$ cat config.mk
export PLATFORM = sky130hd
export DESIGN_NAME = jtsdram_rwbank
export DESIGN_NICKNAME = d
export VERILOG_FILES = /design/src/rtl/jtsdram_pkg.sv /design/src/rtl/jtsdram_lfsr16.sv /design/src/rtl/jtsdram_rwbank.sv
export SDC_FILE = /design/constraint.sdc
export NUM_CORES = 1
export LEC_CHECK = 0
export CAP_MARGIN = 5
export CORE_UTILIZATION = 45
export CTS_CLUSTER_SIZE = 24
export DETAILED_ROUTE_END_ITERATION = 8
export GPL_ROUTABILITY_DRIVEN = 0
export MAX_ROUTING_LAYER = met4
export PLACE_DENSITY = 0.73
export SYNTH_ARGS = -nofsm -noshare
export SYNTH_HDL_FRONTEND = slang
export SYNTH_SLANG_ARGS = --single-unit
$ cat constraint.sdc
create_clock -name clk -period 4.8 [get_ports clk]
set_input_delay 0.48 -clock clk [delete_from_list [all_inputs] [get_ports clk]]
set_output_delay 0.48 -clock clk [all_outputs]
set_load 0.01 [all_outputs]
$ cat src/rtl/jtsdram_pkg.sv
// Shared definitions for the SDRAM bank test engines: FSM states, LFSR
// polynomial and mode encodings.
package jtsdram_pkg;

  typedef enum logic [2:0] {
    IDLE,
    WR_REQ,
    WR_WAIT,
    RD_REQ,
    RD_WAIT,
    DONE
  } state_t;

  // Feedback taps at bits 15, 13, 12 and 10.
  localparam logic [15:0] LFSR_TAPS     = 16'hB400;
  localparam logic [15:0] SEED_ZERO_SUB = 16'h0001;

  localparam logic MODE_RD = 1'b0;
  localparam logic MODE_WR = 1'b1;

  function automatic logic [15:0] lfsr_next(input logic [15:0] cur);
    return {cur[14:0], ^(cur & LFSR_TAPS)};
  endfunction

endpackage

$ cat src/rtl/jtsdram_lfsr16.sv
// 16-bit Fibonacci LFSR pattern source with seed load and single-step advance.
module jtsdram_lfsr16
  import jtsdram_pkg::*;
(
  input  logic        clk,
  input  logic        rst,
  input  logic        load,
  input  logic [15:0] seed,
  input  logic        advance,
  output logic [15:0] value
);

  // An all-zero state would lock the LFSR, so a zero seed is substituted.
  always_ff @(posedge clk or negedge rst) begin
    if (!rst)         value <= '0;
    else if (load)    value <= (seed == '0) ? SEED_ZERO_SUB : seed;
    else if (advance) value <= lfsr_next(value);
  end

endmodule

$ cat src/rtl/jtsdram_rwbank.sv
// Per-bank SDRAM test engine: optional LFSR write pass, then a read pass that
// compares against the same sequence, with error capture and a watchdog.
module jtsdram_rwbank
  import jtsdram_pkg::*;
#(
  parameter int AW   = 22,
  parameter int DW   = 16,
  parameter int CW   = 8,
  parameter int TOUT = 1023
) (
  input  logic            clk,
  input  logic            rst,
  input  logic            start,
  input  logic            mode,
  input  logic [15:0]     seed,
  input  logic [AW-1:0]   last_addr,
  input  logic            hold,
  output logic [AW-1:0]   addr,
  output logic            rd,
  output logic            wr,
  output logic [DW-1:0]   din,
  output logic [DW/8-1:0] din_m,
  input  logic            ack,
  input  logic            rdy,
  input  logic [31:0]     data_read,
  output logic            busy,
  output logic            done,
  output logic            bad,
  output logic            timeout,
  output logic [CW-1:0]   err_cnt,
  output logic [AW-1:0]   fail_addr,
  output logic [DW-1:0]   fail_data
);

  localparam int WDW = $clog2(TOUT + 1);

  state_t          state, state_d;
  logic [AW-1:0]   addr_d, last_q, last_d, fail_addr_d;
  logic [15:0]     seed_q, seed_d, lfsr_seed, lfsr;
  logic            req, req_d, bad_d, timeout_d;
  logic [WDW-1:0]  wd_cnt, wd_d;
  logic [CW-1:0]   err_d;
  logic [DW-1:0]   fail_data_d, expected;
  logic            lfsr_load, lfsr_adv, complete;
  logic            is_wr, at_last, mismatch, waiting, wd_expired;

  // Phase restarts reuse the seed captured at start; a fresh start takes the port.
  assign lfsr_seed = (state == IDLE || state == DONE) ? seed : seed_q;

  jtsdram_lfsr16 u_lfsr (
    .clk     (clk),
    .rst     (rst),
    .load    (lfsr_load),
    .seed    (lfsr_seed),
    .advance (lfsr_adv),
    .value   (lfsr)
  );

  generate
    if (DW == 32) begin : g_dw32
      assign expected = {lfsr, ~lfsr};
    end else begin : g_dw16
      logic unused_hi;
      assign expected  = lfsr;
      assign unused_hi = ^data_read[31:16];
    end
  endgenerate

  assign busy     = !(state == IDLE || state == DONE);
  assign done     = (state == DONE);
  assign rd       = req && (state == RD_REQ);
  assign wr       = req && (state == WR_REQ);
  assign din      = wr ? expected : '0;
  assign din_m    = '0;
  assign is_wr    = (state == WR_REQ || state == WR_WAIT);
  assign at_last  = (addr == last_q);
  assign mismatch = (data_read[DW-1:0] != expected);
  assign waiting  = (state == WR_WAIT || state == RD_WAIT);
  assign wd_expired = (req || waiting) && !rdy && (wd_cnt == WDW'(TOUT - 1));

  // NOTE: every signal gets its hold value before the case so no path infers a latch.
  always_comb begin
    state_d     = state;
    addr_d      = addr;
    req_d       = req;
    wd_d        = wd_cnt;
    last_d      = last_q;
    seed_d      = seed_q;
    bad_d       = bad;
    timeout_d   = timeout;
    err_d       = err_cnt;
    fail_addr_d = fail_addr;
    fail_data_d = fail_data;
    lfsr_load   = 1'b0;
    lfsr_adv    = 1'b0;
    complete    = 1'b0;

    case (state)
      IDLE, DONE: begin
        if (start) begin
          state_d     = (mode == MODE_WR) ? WR_REQ : RD_REQ;
          addr_d      = '0;
          last_d      = last_addr;
          seed_d      = seed;
          bad_d       = 1'b0;
          timeout_d   = 1'b0;
          err_d       = '0;
          fail_addr_d = '0;
          fail_data_d = '0;
          lfsr_load   = 1'b1;
        end
      end
      WR_REQ, RD_REQ: begin
        // hold only blocks raising a request; a raised one runs to ack.
        if (!req) begin
          if (!hold) begin
            req_d = 1'b1;
            wd_d  = '0;
          end
        end else begin
          wd_d = wd_cnt + WDW'(1);
          if (ack) begin
            req_d = 1'b0;
            if (rdy) complete = 1'b1;
            else     state_d  = (state == WR_REQ) ? WR_WAIT : RD_WAIT;
          end
        end
      end
      WR_WAIT, RD_WAIT: begin
        wd_d = wd_cnt + WDW'(1);
        if (rdy) complete = 1'b1;
      end
      default: state_d = IDLE;
    endcase

    if (complete) begin
      if (!is_wr && mismatch) begin
        bad_d = 1'b1;
        if (err_cnt != '1) err_d = err_cnt + CW'(1);
        if (err_cnt == '0) begin
          fail_addr_d = addr;
          fail_data_d = data_read[DW-1:0];
        end
      end
      if (at_last) begin
        if (is_wr) begin
          addr_d    = '0;
          lfsr_load = 1'b1;
          state_d   = RD_REQ;
        end else begin
          state_d = DONE;
        end
      end else begin
        addr_d   = addr + AW'(1);
        lfsr_adv = 1'b1;
        state_d  = is_wr ? WR_REQ : RD_REQ;
      end
    end

    if (wd_expired) begin
      timeout_d = 1'b1;
      bad_d     = 1'b1;
      req_d     = 1'b0;
      state_d   = DONE;
    end
  end

  // NOTE: state registers use non-blocking assignments so all update together at the edge.
  always_ff @(posedge clk or negedge rst) begin
    if (!rst) begin
      state     <= IDLE;
      addr      <= '0;
      last_q    <= '0;
      seed_q    <= '0;
      req       <= 1'b0;
      wd_cnt    <= '0;
      bad       <= 1'b0;
      timeout   <= 1'b0;
      err_cnt   <= '0;
      fail_addr <= '0;
      fail_data <= '0;
    end else begin
      state     <= state_d;
      addr      <= addr_d;
      last_q    <= last_d;
      seed_q    <= seed_d;
      req       <= req_d;
      wd_cnt    <= wd_d;
      bad       <= bad_d;
      timeout   <= timeout_d;
      err_cnt   <= err_d;
      fail_addr <= fail_addr_d;
      fail_data <= fail_data_d;
    end
  end

endmodule

==> results of run 1 <==
-- metal layers --
metal / part of all wire / vias to the layer above / GRT usage
met4: 0.018 / 0 / 0.0910
li1: - / 3072 / -
met3: 0.057 / 31 / 0.0463
met2: 0.45 / 203 / 0.351
met1: 0.47 / 2931 / 0.340
met5: 0 / - / -
-- sequential cells by signal, summed over array words and instances, names as in the netlist, 3 cells and up --
signal / count
fail_data: 16
last_q: 22
err_cnt: 8
fail_addr: 22
u_lfsr.value: 16
seed_q: 16
wd_cnt: 10
state: 3
addr: 22
-- critical path: stages, from the launching register on --
cell and delay, ps:
dfrtp_1 600, nor2b_1 410, nand2_1 90, nor2_1 680, and2_1 230, clkdlybuf4s50_1 560
-- cells in the final DEF, fill, tap and decap left out, types with 4 or more instances in the layout --
master	count
o21ai_0	25
nand3_1	19
o22ai_1	12
and3_1	10
nor2b_1	4
xor2_1	26
inv_1	44
dfrtp_1	138
nand2b_1	11
and2_1	18
ha_1	6
nand2_1	197
clkbuf_16	17
a21oi_1	16
a31o_2	4
a31oi_1	7
clkbuf_8	5
nand4_1	12
mux2i_1	57
nor4_1	17
and4_1	4
xnor2_1	27
buf_4	6
nor2_1	72
o21ai_1	11
clkdlybuf4s50_1	149
nor3_1	8
-- cells by family after synthesis --
logic type               Yosys count  synth area share
adder cells (fa/ha/maj)            6            0.0102
XOR/XNOR                          53            0.0628
multiplexers                      58            0.0787
buffers and inverters             85            0.0503
AO/OA/AOI/OAI                    103            0.0907
flip-flops                       138             0.467
other                              1          0.000507
AND/OR/NAND/NOR                  388             0.240
-- worst min-delay path by stage --
stage                                      from                      to  slack, ps  cells after the start
final                                       rst  last_q[18]$_DFFE_PN0P_        170                      1
after floorplan                             rst       addr[0]$_DFF_PN0_        180                      0
after CTS                                   rst  last_q[18]$_DFFE_PN0P_        220                      1
after global routing                        rst  last_q[16]$_DFFE_PN0P_        270                      1
after detailed placement  seed_q[0]$_DFFE_PN0P_   seed_q[0]$_DFFE_PN0P_        470                      2
after global placement    seed_q[0]$_DFFE_PN0P_   seed_q[0]$_DFFE_PN0P_        460                      2
-- where the power goes --
group	internal [mW]	switching, mW
combinational	1.01	1.22
clock	0.886	0.497
sequential	1.55	0.435
total	3.45	2.16
-- cell type report --
| cell class | count | area share |
|---|---|---|
| clock buffer | 22 | 0.0512 |
| clock inverter | 10 | 0.0143 |
| inverter | 45 | 0.0175 |
| multi-input combinational | 610 | 0.371 |
| sequential | 138 | 0.358 |
| tap | 216 | 0.0280 |
| timing repair buffer | 156 | 0.160 |
-- metrics by stage --
step / hold WS (ps) / instances / util / total power, mW
after floorplan: 184 / 833 / - / 3.36
after global placement: 460 / 1165 / 0.566 / 4.17
after detailed placement: 465 / 1165 / 0.566 / 4.22
after CTS: 222 / 1197 / 0.606 / 5.63
after global routing: 268 / 1197 / 0.606 / 5.99
final: 165 / 1197 / 0.606 / 5.60
==> summary.md, run 1 <==
| Metric | Value |
|---|---|
| Critical Path End Type | output pin |
| Final min period | 3470 ps |
| Share of cells above drive strength 1 | 0.0591 |
| Worst EP arrival | 2990 ps |
| Slew @ Worst Pin | approximately 1100 ps |
| PortBufs | 150 |
| Yosys Warn Count | 0 |
| Vias per cell | 5.21 |
| Final setup vio count | 0 |
| Fin crit share | 0.723 |
| Count leader, synth | nand2_1 |
| Setup Slack @ Placement | 1700 ps |
| R2R depth | 7 |
| Hold/Removal Path Class | in2async |
| Final Max Slew Viols | 0 |
| CTS tree | built |
| Initial Utilization | 0.464 |
| Fmax | 288 MHz |
| Setup ws final | 1330 ps |
| Outcome | complete, no violations |
| Dpl hpwl | 13,500 um |
| Final ANT Viol Nets | 0 |
| Leakage power total | 4.26 nW |
| Crit path from | state[0]$_DFFE_PN0P_ |
| Area share of the largest cell type after synthesis | 0.467 |
| Synth Instances | 832 |
| Storage element area | 3450 um2 |
| Final hold viol count | 0 |
| Setup tns final | 0 ps |
| Post-synthesis cell type count | 64 |
| First-pass GRT wire length | 30,800 um |
| Layout area overhead | 30.7% |
| Commonest cells post-synth | nand2_1, dfrtp_1, nor2_1, mux2i_1, inv_1 |
| CTS Hold Bufs | 0 |
| Total length of routed wires | 19,300 um |
| CP Class | reg2out |
| Power Dens Cells | 580 nW/um2 |
| Core area | 15,900 um2 |
| Max Fanout on Critical Path | 17 |
| Largest net degree at the start of global routing | 104 |
| Leading area contributor after synthesis | dfrtp_1 |
| Main area contributors after synthesis | dfrtp_1, nand2_1, mux2i_1 |
| Area of the multi-input gates | 3580 um2 |
| Filler Cells Inserted | 1,394 |
| Initial antenna violation count | 0 |
| Relative slew slack | 0.259 |
| Setup Buffers After CTS | 0 |
| Die Height | 130 um |
| CTS Root Cell | clkbuf_16 |
| Initial DRC Count | 474 |
| Resized cells post-CTS | 0 |
| DIE AREA | 16,900 um2 |
| Post-synthesis sequential area ratio | 0.467 |
| RR Startpoint | state[0]$_DFFE_PN0P_ |
| Vias | 6,237 |
| Avg WL per Cell | roughly 16 um |
| Clock Latency Late Sink | 420 ps |
| # diodes | 0 |
| Max-cap violations | 0 |
| GRT Overall Usage | 0.244 |
| Drt first pass iters | 5 |
| Peak supply drop | 0.329 mV |
| DR DRC count | 0 |
| TritonCTS Buffers | 17 |
| RSZ-0062 raised after global routing | no |
| FF-to-FF setup slack | about 2000 ps |
| CTS Sinks | 138 |
| Num rows | 46 |
| Number of synthesized register bits | roughly 140 |
| H-tree Lvls | 4 |
| Netlist Area Pre-Place | 7390 um2 |
| Clock Tree Buf Depth | 2 |
| Vias in the first global route | 5,926 |
| GRT Residual Overflow | 0 |
| Top_reg_cell synth | dfrtp_1 |
| Post-synth ARST share | 1.00 |
| Critical Path Sink | din[14] |
| Placed cell area | roughly 9000 um2 |
| Critical R2R Capture | fail_addr[14]$_DFF_PN0_ |
| CP startpoint kind | flop |
| Final non-filler cell area | around 9700 um2 |
| Clock Skew | roughly 13 ps |
| Fin nets | 1,051 |
| Clock-pin slew on the worst setup and hold paths | around 60 ps |
| Avg Cell Area, Syn | 8.88 um2 |
| Number of synthesized flops with an enable pin | 0 |
| Die Width | ~130 um |
| Io pins | 169 |
| Req. time, crit path | roughly 4300 ps |
(Power assumes the default switching activity.)
==> run 2, diff against run 1 <==
==> constraint.sdc (replaced) <==
create_clock -name clk -period 3.3 [get_ports clk]
set_input_delay 0.33 -clock clk [delete_from_list [all_inputs] [get_ports clk]]
set_output_delay 0.33 -clock clk [all_outputs]
set_load 0.01 [all_outputs]
==> summary.md, run 2 (synthesis results as in run 1) <==
| Metric | Value |
|---|---|
| Critical Path Sink | din[12] |
| Fmax | 348 MHz |
| Clock-pin slew on the worst setup and hold paths | 60 ps |
| Most common cell after layout, fill and taps aside | nand2_1 |
| CP startpoint kind | flop |
| Critical Path End Type | output pin |
| Dpl hpwl | 14,000 um |
| DR DRC count | 0 |
| Filler Cells Inserted | 1,388 |
| First-pass GRT wire length | around 31,000 um |
| Peak supply drop | around 0.42 mV |
| Slew @ Worst Pin | ~1000 ps |
| Final setup vio count | 0 |
| WHS | 432 ps |
| RSZ-0062 raised after global routing | no |
| Dpl cells | 1,173 |
| Fin crit share | 0.870 |
| Fin nets | 1,060 |
| Req. time, crit path | roughly 3000 ps |
| Initial Utilization | 0.464 |
| CTS Sinks | around 140 |
| Crit path from | state[0]$_DFFE_PN0P_ |
| Initial antenna violation count | 0 |
| Outcome | complete, no violations |
| Initial DRC Count | 615 |
| Core area | 15,900 um2 |
| Layout area overhead | 31.4% |
| Clock Skew | 11.6 ps |
| Num rows | 46 |
| RR Startpoint | state[0]$_DFFE_PN0P_ |
| Setup Buffers After CTS | 0 |
| FF-to-FF setup slack | 690 ps |
| Setup ws final | around 430 ps |
| Highest routed layer | met4 |
| Setup tns final | 0 ps |
| Vias per cell | 5.22 |
| R2R depth | 7 |
| Final hold viol count | 0 |
| Non-Filler Instances | 1,206 |
| Share of cells above drive strength 1 | 0.0616 |
| Power Dens Cells | 838 nW/um2 |
| Pwr Total | 8.14 mW |
| Io pins | between 150 and 200 |
| Max Fanout on Critical Path | 17 |
| Critical R2R Capture | fail_addr[12]$_DFF_PN0_ |
| Largest net degree at the start of global routing | 79 |
| TritonCTS Buffers | 17 |
| Vias | 6,290 |
| GRT Residual Overflow | 0 |
| CP Class | reg2out |
| Met2 wire length | 8690 um |
| PortBufs | 150 |
| DIE AREA | 16,900 um2 |
| GRT Overall Usage | 0.245 |
| Max-cap violations | 0 |
| Leakage power total | 4.29 nW |
| H-tree Lvls | 4 |
| Final min period | approximately 2900 ps |
| Final Max Slew Viols | 0 |
| Drt first pass iters | 6 |
| CTS tree | built |
| Commonest non-fill, non-tap cells in the layout | nand2_1, clkdlybuf4s50_1, dfrtp_1, nor2_1, mux2i_1 |
| Die Height | roughly 130 um |
| Clock Tree Buf Depth | 2 |
| Final ANT Viol Nets | 0 |
| CTS Root Cell | clkbuf_16 |
| Relative slew slack | 0.333 |
| Clock Latency Late Sink | 420 ps |
| Hold/Removal Path Class | in2reg |
| Metal-1 WL | 9370 um |
| CTS Hold Bufs | 1 |
| Resized cells post-CTS | 0 |
| Worst EP arrival | 2540 ps |
| Detail Route met3 WL | 973 um |
| Largest regs | addr: 22 flops, fail_addr: 22 flops, last_q: 22 flops |
| # diodes | 0 |
| Die Width | 130 um |
| Avg WL per Cell | about 16 um |
| Vias in the first global route | 5,780 |
| Setup Slack @ Placement | ~600 ps |
| Total length of routed wires | 19,400 um |
run 2: cell count changes in the layout (fill, tap and decap cells not counted), moves of 2 or more:
cell | previous run | this run
buf_4 | 6 | 12
clkbuf_1 | 0 | 5
clkbuf_8 | 5 | 2
buf_12 | 0 | 2
run 2: how the worst min path moves through the flow:
stage / start / end / cells past startpoint
floorplan: rst / addr[0]$_DFF_PN0_ / 0
global placement: rst / fail_addr[18]$_DFF_PN0_ / 1
detailed placement: rst / fail_addr[18]$_DFF_PN0_ / 1
CTS: last_addr[8] / last_q[8]$_DFFE_PN0P_ / 3
global route: last_addr[13] / last_q[13]$_DFFE_PN0P_ / 3
finish: last_addr[8] / last_q[8]$_DFFE_PN0P_ / 3
run 2: final cells by class:
class | count | area, um2 | share of cell area
multi-input combinational | 610 | 3580 | 0.369
sequential | 138 | 3450 | 0.356
timing repair buffer | 165 | 1640 | 0.169
clock buffer | 24 | 472 | 0.0486
tap | 216 | 270 | 0.0278
inverter | 45 | 169 | 0.0174
clock inverter | 8 | 118 | 0.0121
run 2: critical path, stage by stage (launching register included):
cell	delay, ps
dfrtp_1	610
nor2b_1	370
nand2_1	100
nor2_1	130
buf_4	220
and2_1	140
clkdlybuf4s50_1	560
run 2: layer usage:
metal,up-vias,GRT usage
met5,-,-
met3,21,0.0439
met1,2990,0.354
met4,0,0.0828
met2,201,0.343
li1,3078,-
run 2: power by group:
group,switching [mW],leakage (nW),internal (mW)
clock network,0.699,0.288,1.22
logic,1.79,2.20,1.53
registers,0.645,1.80,2.25
total,3.13,4.29,5.01
run 2: per-stage QoR:
stage | cell area [um2] | utilization
finish | 9710 | 0.609
detailed placement | 9110 | 0.571
floorplan | 7390 | -
global placement | 9110 | 0.571
CTS | 9710 | 0.609
global route | 9710 | 0.609
